[src/rtl/alu_pkg.sv]
// Shared definitions for the ALU sharing arbiter: op encodings, FSM states
// and the datapath width.
package alu_pkg;

   localparam int ALU_W = 16;

   localparam logic [1:0] ALU_ADD = 2'b00;
   localparam logic [1:0] ALU_SUB = 2'b01;
   localparam logic [1:0] ALU_AND = 2'b10;
   localparam logic [1:0] ALU_OR  = 2'b11;

   typedef enum logic [1:0] {
      ST_IDLE = 2'd0,
      ST_EXEC = 2'd1,
      ST_RESP = 2'd2
   } state_t;

endpackage

[src/rtl/alu16.sv]
// 16-bit ALU: ADD, SUB (a + ~b + 1, cout = no borrow), AND, OR.
// cout is bit 16 of the extended result; zero for the logic ops.
module alu16
   import alu_pkg::*;
(
   input  logic [ALU_W-1:0] a,
   input  logic [ALU_W-1:0] b,
   input  logic [1:0]       sel,
   output logic [ALU_W-1:0] res,
   output logic             cout
);

   logic [ALU_W:0] w_ext;

   // Op decode on a 17-bit extended result
   always_comb begin
      w_ext = '0;
      case (sel)
         ALU_ADD: w_ext = {1'b0, a} + {1'b0, b};
         ALU_SUB: w_ext = {1'b0, a} + {1'b0, ~b} + 17'd1;
         ALU_AND: w_ext = {1'b0, a & b};
         default: w_ext = {1'b0, a | b};
      endcase
   end

   assign res  = w_ext[ALU_W-1:0];
   assign cout = w_ext[ALU_W];

endmodule

[src/rtl/alu_share_arb_rr_pick.sv]
// Combinational round-robin selector: first set valid at or after ptr,
// wrapping from NREQ-1 to 0. Returns a one-hot grant and its index.
module rr_pick #(
   parameter  int NREQ = 4,
   localparam int IW   = (NREQ > 1) ? $clog2(NREQ) : 1
) (
   input  logic [NREQ-1:0] valid,
   input  logic [IW-1:0]   ptr,
   output logic [NREQ-1:0] grant,
   output logic [IW-1:0]   idx,
   output logic            any
);

   // Rotating search from the pointer
   always_comb begin
      int          j;
      logic [IW-1:0] w_j;
      grant = '0;
      idx   = '0;
      any   = 1'b0;
      j     = 0;
      w_j   = '0;
      for (int k = 0; k < NREQ; k++) begin
         j   = (int'(ptr) + k) % NREQ;
         w_j = IW'(j);
         if (!any && valid[w_j]) begin
            any        = 1'b1;
            grant[w_j] = 1'b1;
            idx        = w_j;
         end
      end
   end

endmodule

[src/rtl/alu_share_arb.sv]
// Shares one alu16 among NREQ requesters with round-robin arbitration.
// Sequence per op: IDLE (grant) -> EXEC (ALU from registered operands)
// -> RESP (hold response until rsp_ready).
// Optional ALU_ARB_STATS_EN adds saturating stat_ops / stat_stall counters.
//
// state   | meaning
// IDLE    | waiting for req_valid; winner latched on grant
// EXEC    | ALU driven from latched operands; result captured
// RESP    | rsp_valid held until rsp_ready
module alu_share_arb
   import alu_pkg::*;
#(
   parameter  int NREQ = 4,
   localparam int IW   = (NREQ > 1) ? $clog2(NREQ) : 1
) (
   input  logic                  clk,
   input  logic                  rst_n,
   input  logic [NREQ-1:0]       req_valid,
   output logic [NREQ-1:0]       req_ready,
   input  logic [ALU_W*NREQ-1:0] req_a,
   input  logic [ALU_W*NREQ-1:0] req_b,
   input  logic [2*NREQ-1:0]     req_sel,
   output logic                  rsp_valid,
   input  logic                  rsp_ready,
   output logic [IW-1:0]         rsp_id,
   output logic [ALU_W-1:0]      rsp_res,
   output logic                  rsp_cout,
   output logic                  busy
`ifdef ALU_ARB_STATS_EN
  ,output logic [15:0]           stat_ops,
   output logic [15:0]           stat_stall
`endif
);

   state_t           r_state;
   state_t           w_next;
   logic [IW-1:0]    r_ptr;
   logic [ALU_W-1:0] r_a;
   logic [ALU_W-1:0] r_b;
   logic [1:0]       r_sel;
   logic [IW-1:0]    r_id;
   logic [IW-1:0]    r_rsp_id;
   logic [ALU_W-1:0] r_rsp_res;
   logic             r_rsp_cout;
   logic [NREQ-1:0]  w_grant;
   logic [IW-1:0]    w_idx;
   logic             w_any;
   logic [ALU_W-1:0] w_alu_res;
   logic             w_alu_cout;
   logic             w_take;

   rr_pick #(.NREQ(NREQ)) u_pick (
      .valid (req_valid),
      .ptr   (r_ptr),
      .grant (w_grant),
      .idx   (w_idx),
      .any   (w_any)
   );

   alu16 u_alu (
      .a    (r_a),
      .b    (r_b),
      .sel  (r_sel),
      .res  (w_alu_res),
      .cout (w_alu_cout)
   );

   assign w_take = (r_state == ST_IDLE) && w_any;

   // State register
   always_ff @(posedge clk) begin
      if (!rst_n) r_state <= ST_IDLE;
      else        r_state <= w_next;
   end

   // Next-state logic
   always_comb begin
      w_next = r_state;
      case (r_state)
         ST_IDLE: if (w_any)     w_next = ST_EXEC;
         ST_EXEC:                w_next = ST_RESP;
         ST_RESP: if (rsp_ready) w_next = ST_IDLE;
         default:                w_next = ST_IDLE;
      endcase
   end

   // FSM outputs; grant is only visible while idle
   always_comb begin
      req_ready = (r_state == ST_IDLE) ? w_grant : '0;
      rsp_valid = (r_state == ST_RESP);
      busy      = (r_state != ST_IDLE);
   end

   // Operand latch, pointer advance and result capture
   always_ff @(posedge clk) begin
      if (!rst_n) begin
         r_ptr      <= '0;
         r_a        <= '0;
         r_b        <= '0;
         r_sel      <= '0;
         r_id       <= '0;
         r_rsp_id   <= '0;
         r_rsp_res  <= '0;
         r_rsp_cout <= 1'b0;
      end else begin
         if (w_take) begin
            r_a   <= req_a[ALU_W*int'(w_idx) +: ALU_W];
            r_b   <= req_b[ALU_W*int'(w_idx) +: ALU_W];
            r_sel <= req_sel[2*int'(w_idx) +: 2];
            r_id  <= w_idx;
            r_ptr <= (w_idx == IW'(NREQ-1)) ? '0 : w_idx + IW'(1);
         end
         if (r_state == ST_EXEC) begin
            r_rsp_id   <= r_id;
            r_rsp_res  <= w_alu_res;
            r_rsp_cout <= w_alu_cout;
         end
      end
   end

   assign rsp_id   = r_rsp_id;
   assign rsp_res  = r_rsp_res;
   assign rsp_cout = r_rsp_cout;

`ifdef ALU_ARB_STATS_EN
   logic [15:0] r_stat_ops;
   logic [15:0] r_stat_stall;

   // Saturating response and stall counters
   always_ff @(posedge clk) begin
      if (!rst_n) begin
         r_stat_ops   <= '0;
         r_stat_stall <= '0;
      end else if (r_state == ST_RESP) begin
         if (rsp_ready) begin
            if (r_stat_ops != 16'hffff) r_stat_ops <= r_stat_ops + 16'd1;
         end else begin
            if (r_stat_stall != 16'hffff) r_stat_stall <= r_stat_stall + 16'd1;
         end
      end
   end

   assign stat_ops   = r_stat_ops;
   assign stat_stall = r_stat_stall;
`endif

endmodule

[config.mk]
export PLATFORM = sky130hd
export DESIGN_NAME = alu_share_arb
export DESIGN_NICKNAME = d
export VERILOG_FILES = /design/src/rtl/alu_pkg.sv /design/src/rtl/alu16.sv /design/src/rtl/alu_share_arb_rr_pick.sv /design/src/rtl/alu_share_arb.sv
export SDC_FILE = /design/constraint.sdc
export NUM_CORES = 1
export LEC_CHECK = 0
export BUFFER_PORTS_ARGS = -buffer_cell sky130_fd_sc_hd__buf_2
export CORE_UTILIZATION = 40
export CTS_CLUSTER_DIAMETER = 150
export DETAILED_ROUTE_END_ITERATION = 12
export PLACE_DENSITY = 0.68
export RECOVER_POWER = 50
export SLEW_MARGIN = 20
export SYNTH_ARGS = -nofsm -noshare
export SYNTH_HDL_FRONTEND = slang
export SYNTH_SLANG_ARGS = --single-unit
export TNS_END_PERCENT = 5
[constraint.sdc]
create_clock -name clk -period 4.7 [get_ports clk]
set_input_delay 1.41 -clock clk [delete_from_list [all_inputs] [get_ports clk]]
set_output_delay 1.41 -clock clk [all_outputs]
set_load 0.005 [all_outputs]
**Word level (Yosys, flattened, before mapping)**

Cells that the tools add are included.
W data, S select, Z words.

- Add/sub/neg operators: 7
- Magnitude comparators: 8
- Equal/unequal tests: 7
- Shift operators: 3
- Mux-type cells: 34
- Bitwise logic cells: 6
- Reduce and logical (&&, ||, !) cells: 15

Operator list:

| cell | number |
|---|---|
| $shiftx A64 B7 Y16 | 2 |
| $pmux W17 S3 | 1 |
| $add A16 B16 Y17 | 2 |
| $mux W4 | 5 |
| $add A17 B1 Y17 const B | 1 |
| $and A16 B16 Y16 | 1 |
| $not A16 Y16 | 1 |
| $or A16 B16 Y16 | 1 |
| $mux W2 | 7 |
| $lt A2 B3 Y1 const B | 4 |
| $mux W1 | 12 |
| $or A4 B4 Y4 | 3 |
| $bmux W1 S2 | 4 |
| $demux W1 S2 | 4 |
| $ge A2 B1 Y1 const B | 4 |
| $logic_and A1 B1 Y1 | 8 |
| $shiftx A8 B4 Y2 | 1 |
| $eq A2 B2 Y1 const B | 3 |
| $pmux W2 S3 | 1 |
| $add A2 B1 Y2 const B | 2 |
| $add A2 B2 Y2 const B | 2 |
| $eq A2 B1 Y1 const B | 2 |
| $logic_not A2 Y1 | 2 |
| $logic_not A1 Y1 | 3 |
| other kinds (4) | 4 |

- Register bits after elaboration: 59
- Bits of input ports: 143
- Output and inout port bits: 25
- Word-level logic and storage cells: 89

**Depth between registers and ports, before layout**

- Word-level depth: 14
- Mapped depth: 18
- Gate-level depth less buffers: 11

**By module**

From an unflattened synthesis, not the netlist that was laid out.

- Cell total of the unflattened synthesis: 625
- Area total of the unflattened synthesis: 5759.3 um^2

Modules (own cells, without submodules):

| module | times used | cells each | area an instance (um^2) | seq. area each (um^2) |
|---|---|---|---|---|
| alu_share_arb | 1 | 230 | 2966.6 | 1181.1 |
| alu16 | 1 | 350 | 2373.5 | 0.0 |
| rr_pick | 1 | 45 | 419.2 | 0.0 |

**Worst setup path after synthesis**

OpenSTA, ideal clock, no wires.

- Path kind: flip-flop to output port
- Start point: register r_ptr[0]
- End point: output port req_ready[0]
- Data arrival time: 2.886 ns
- Data required time: 3.290 ns
- Slack: 0.404 ns
- Stages on the path, launching flop included: 15
- Path buffers: 6
- Cell sequence: dfxtp_1 buf_6 clkbuf_1 inv_1 clkbuf_1 clkbuf_1 ha_1 buf_2 mux4_2 nor2b_1 buf_6 a22oi_1 nor2_1 a221oi_1 nor2_1

- Cells in the longest elaborated chain, start to end: 13
- Elaborated cells between the ends (all ways): 48
- Classes of those cells: 3 x add/sub; 8 x order compare; 24 x mux; 3 x bitwise; 10 x reduce/logical

Ends and longest elaborated chain:

| element | line | text |
|---|---|---|
| start: declaration | alu_share_arb.sv:37 | `logic [IW-1:0] r_ptr;` |
| start signal: assignment | alu_share_arb.sv:111 | `r_ptr <= (w_idx == IW'(NREQ-1)) ? '0 : w_idx + IW'(1);` |
| branches (longest 11 deep; another with $lt A2 B3 Y1) | -- |  |
| $mux W4 (*) | alu_share_arb_rr_pick.sv:26 | `if (!any && valid[w_j]) begin` |
| $mux W4 (*) | alu_share_arb.sv:89 | `req_ready = (r_state == ST_IDLE) ? w_grant : '0;` |
| end: declaration | alu_share_arb.sv:19 | `output logic [NREQ-1:0] req_ready,` |

Every way passes the cells marked *. The select of a mux whose other input is x is not followed.

**Worst setup path after layout**

- Start point: input port req_valid[0]
- End point: output port req_ready[0]

- Cells in the longest elaborated chain, start to end: 13
- Elaborated cells between the ends (all ways): 25
- Classes of those cells: 16 x mux; 3 x bitwise; 6 x reduce/logical

Ends and longest elaborated chain:

| element | line | text |
|---|---|---|
| start: declaration | alu_share_arb.sv:18 | `input logic [NREQ-1:0] req_valid,` |
| $bmux W1 S2 | alu_share_arb_rr_pick.sv:26 |  |
| $mux W1 (not written as such) | alu_share_arb_rr_pick.sv:26 |  |
| $mux W1 | alu_share_arb_rr_pick.sv:26 |  |
| $logic_not A1 Y1 | alu_share_arb_rr_pick.sv:26 |  |
| $logic_and A1 B1 Y1 | alu_share_arb_rr_pick.sv:26 |  |
| $mux W1 | alu_share_arb_rr_pick.sv:26 |  |
| $logic_not A1 Y1 | alu_share_arb_rr_pick.sv:26 |  |
| $logic_and A1 B1 Y1 | alu_share_arb_rr_pick.sv:26 |  |
| $mux W1 | alu_share_arb_rr_pick.sv:26 |  |
| $logic_not A1 Y1 | alu_share_arb_rr_pick.sv:26 |  |
| $logic_and A1 B1 Y1 | alu_share_arb_rr_pick.sv:26 |  |
| $mux W4 (*) | alu_share_arb_rr_pick.sv:26 |  |
| $mux W4 (*) | alu_share_arb.sv:89 |  |

Every way passes the cells marked *; elsewhere a longest branch is shown, timed or not. The select of a mux whose other input is x is not followed.

==> results_dict.tcl <==
set metrics [dict create \
    clockBufferDepth 2 \
    vdd_drop_max_mv 0.278 \
    synth_top_area_share 0.198 \
    synthTopCellsByArea "dfxtp_1 (20%), ha_1 (12%), nand2_1 (12%)" \
    multi_input_area_sq_um 4300 \
    seqCellArea_sq_um 1180 \
    p_switching_mw 2.53 \
    slew_headroom 0.254 \
    num_vias 6540 \
    cts_setup_buffers 0 \
    syn_nets 1063 \
    synthDistinctLibCells 59 \
    netlist.top_cell.by_area "dfxtp_1" \
    cts.clk_slew.worst_paths_ns 0.05 \
    hold_buffers 0 \
    worst_r2r_path_depth 11 \
    synth-edff-count 0 \
    cts_buffers 9 \
    yosysMostFrequentCell "nand2_1" \
    setup_violations 0 \
    postRouteAntennaNets 0 \
    drc 0 \
    nets 1188 \
    synthTopCellsByCount "nand2_1 (183), a21oi_1 (84), dfxtp_1 (59)" \
    yosysSeqAreaShare 0.198 \
    antenna_found_initial 0 \
    power_mw 5.02 \
    worstSetupPathType "in2out" \
    tightest_slew_ns 1.12 \
    core-area_sq_um 14500 \
    path_max_fanout 12 \
    p_seq_frac 0.185 \
    grt_pass1_vias 5574 \
    worstHoldPathType "reg2reg" \
    syn_to_final_growth_pct 20.1 \
    hold_end "rsp_res[7]" \
    finalMaxSlewViolations 0 \
    cts.htree.levels 3 \
    fin_cells 1174 \
    avgSynthCellArea_sq_um 6.94 \
    syn-cell-area_sq_um 5970 \
    firstDrtPassIters 5 \
    ctsResizeCount 0 \
    gp_congestion 0.934 \
    die_h_microns 124 \
    grt_max_degree 45 \
    cts_sinks 59 \
    grt.overflow.total 0 \
    reg2reg_slack_ns 1.15 \
    rr_endpoint "r_b[15]" \
    pre_cts_slack_ns 0.326 \
    power_per_cell_area_nw_per_um2 701 \
    final_cell_area_sq_um 7160 \
    maxCapViolCount 0 \
    p_int_mw 2.49 \
    diodes 0 \
    critPathArrivalTime_ns 2.96 \
    period_needed_ns 4.37 \
    rows 44 \
    root_buffer "clkbuf_16" \
    drive_gt1_frac 0.198 \
    route.detailed.wl_per_inst_microns 15.4 \
    dieArea_sq_um 15400 \
    start_util 0.411 \
    post-route-period-util 0.930 \
    critPathLaunchType "input port" \
    dp.final_hpwl_mm 13.5 \
    grt_pass1_wl_mm 28.9 \
    cts_tree "yes" \
    drtIter0Drc 604 \
    avgViaCountPerCell 5.57 \
    synthCells 860 \
    wl_mm 18.1 \
    p_comb_frac 0.663 \
    ys.flop_type "dfxtp_1" \
    reg2reg_from "r_ptr[1]" \
    dpl_cell_area_sq_um 6830 \
    dp.cells 1157 \
    clock_power_share 0.152 \
    worstPathRequired_ns 3.29 \
    p_leak_nw 3.22 \
    outcome "finished clean" \
    switching_share 0.504 \
    rsz0062_at_grt "false" \
    hold_violations 0 \
    hp-start "rsp_res[7]" \
    yosysWarnings 0 \
    io_buffers 167 \
    fmax_mhz 229 \
    ios 168 \
    fill_cells 1517 \
    tns_ns 0 \
    insertion_delay_ns 0.33 \
    async_reset_ff_frac 0 \
    die_x_microns 124 \
    worst_slack_ns 0.327 \
    synth_seq_cells 59 \
    track_usage 0.239 \
    skew_ns 0.00514 \
    crit_path_end_kind "output pin" \
    holdPathStages 2 \
]
## area by class of cell
type	instances	share of cell area
Clock buffer	11	0.0339
Clock inverter	5	0.0140
Inverter	51	0.0267
Multi-Input combinational cell	684	0.600
Sequential cell	59	0.165
Tap cell	184	0.0321
Timing Repair Buffer	180	0.128
## worst max-delay path, stage by stage
cell,delay [ns]
clkbuf_1,0.20
mux4_2,0.59
nor2b_2,0.26
a22oi_1,0.10
nor2_1,0.11
a221oi_1,0.06
nor2_1,0.11
buf_2,0.12
## layer usage
| metal | track usage | share of wire | vias up |
|---|---|---|---|
| met2 | 0.352 | 0.43 | 232 |
| met1 | 0.353 | 0.48 | 2970 |
| li1 | - | - | 3314 |
| met5 | 0 | 0 | - |
| met3 | 0.0311 | 0.064 | 24 |
| met4 | 0.0789 | 0.018 | 0 |
## registers in the layout, indices dropped and copies added (netlist names)
register  cells
r_a          16
r_b          16
rsp_res      16
r_id          2
r_ptr         2
r_sel         2
r_state       2
rsp_id        2
rsp_cout      1
## worst max-delay path by stage
stage / from / end / slack, ns
final: req_valid[0] / req_ready[0] / 0.33
after global routing: r_ptr[1] / req_ready[0] / 0.13
after CTS: r_ptr[1] / req_ready[1] / 0.27
after detailed placement: req_valid[2] / req_ready[1] / 0.33
after global placement: req_valid[0] / r_ptr[1] / 0.30
after floorplan: r_ptr[0] / req_ready[0] / 0.40
## through the flow
step                      utilization  hold slack (ns)
after global placement          0.469            0.448
after floorplan                     -            0.437
after detailed placement        0.470            0.449
after global routing            0.493            0.489
after CTS                       0.493            0.457
final                           0.493            0.450
## cell families after synthesis
group	count (synthesis)	synth area share
compound gates	285	0.314
xor+xnor	12	0.0176
fa+ha+maj	60	0.128
buf+inv	117	0.0856
flops	59	0.198
mux	12	0.0285
simple gates	315	0.228
## power by group through the flow
stage | clock network [mW] | logic [mW] | registers (mW)
floorplan | 0 | 2.61 | 0.844
global placement | 0 | 3.21 | 0.936
detailed placement | 0 | 3.24 | 0.943
CTS | 0.779 | 3.27 | 0.932
global route | 0.805 | 3.72 | 0.965
finish | 0.765 | 3.33 | 0.930
## layout by cell type (no fill, tap or decap), drive strengths merged, types with 9 or more instances in the layout
cell	n
nor2b	14
o211ai	22
ha	58
nor2	52
nand3	27
clkbuf	26
a31oi	20
inv	51
a211oi	9
o21ai	52
a221o	19
dfxtp	59
nand2	183
a21oi	84
buf	165
o221ai	16
o31ai	9
No activity file was read; power rests on OpenSTA's default activity.
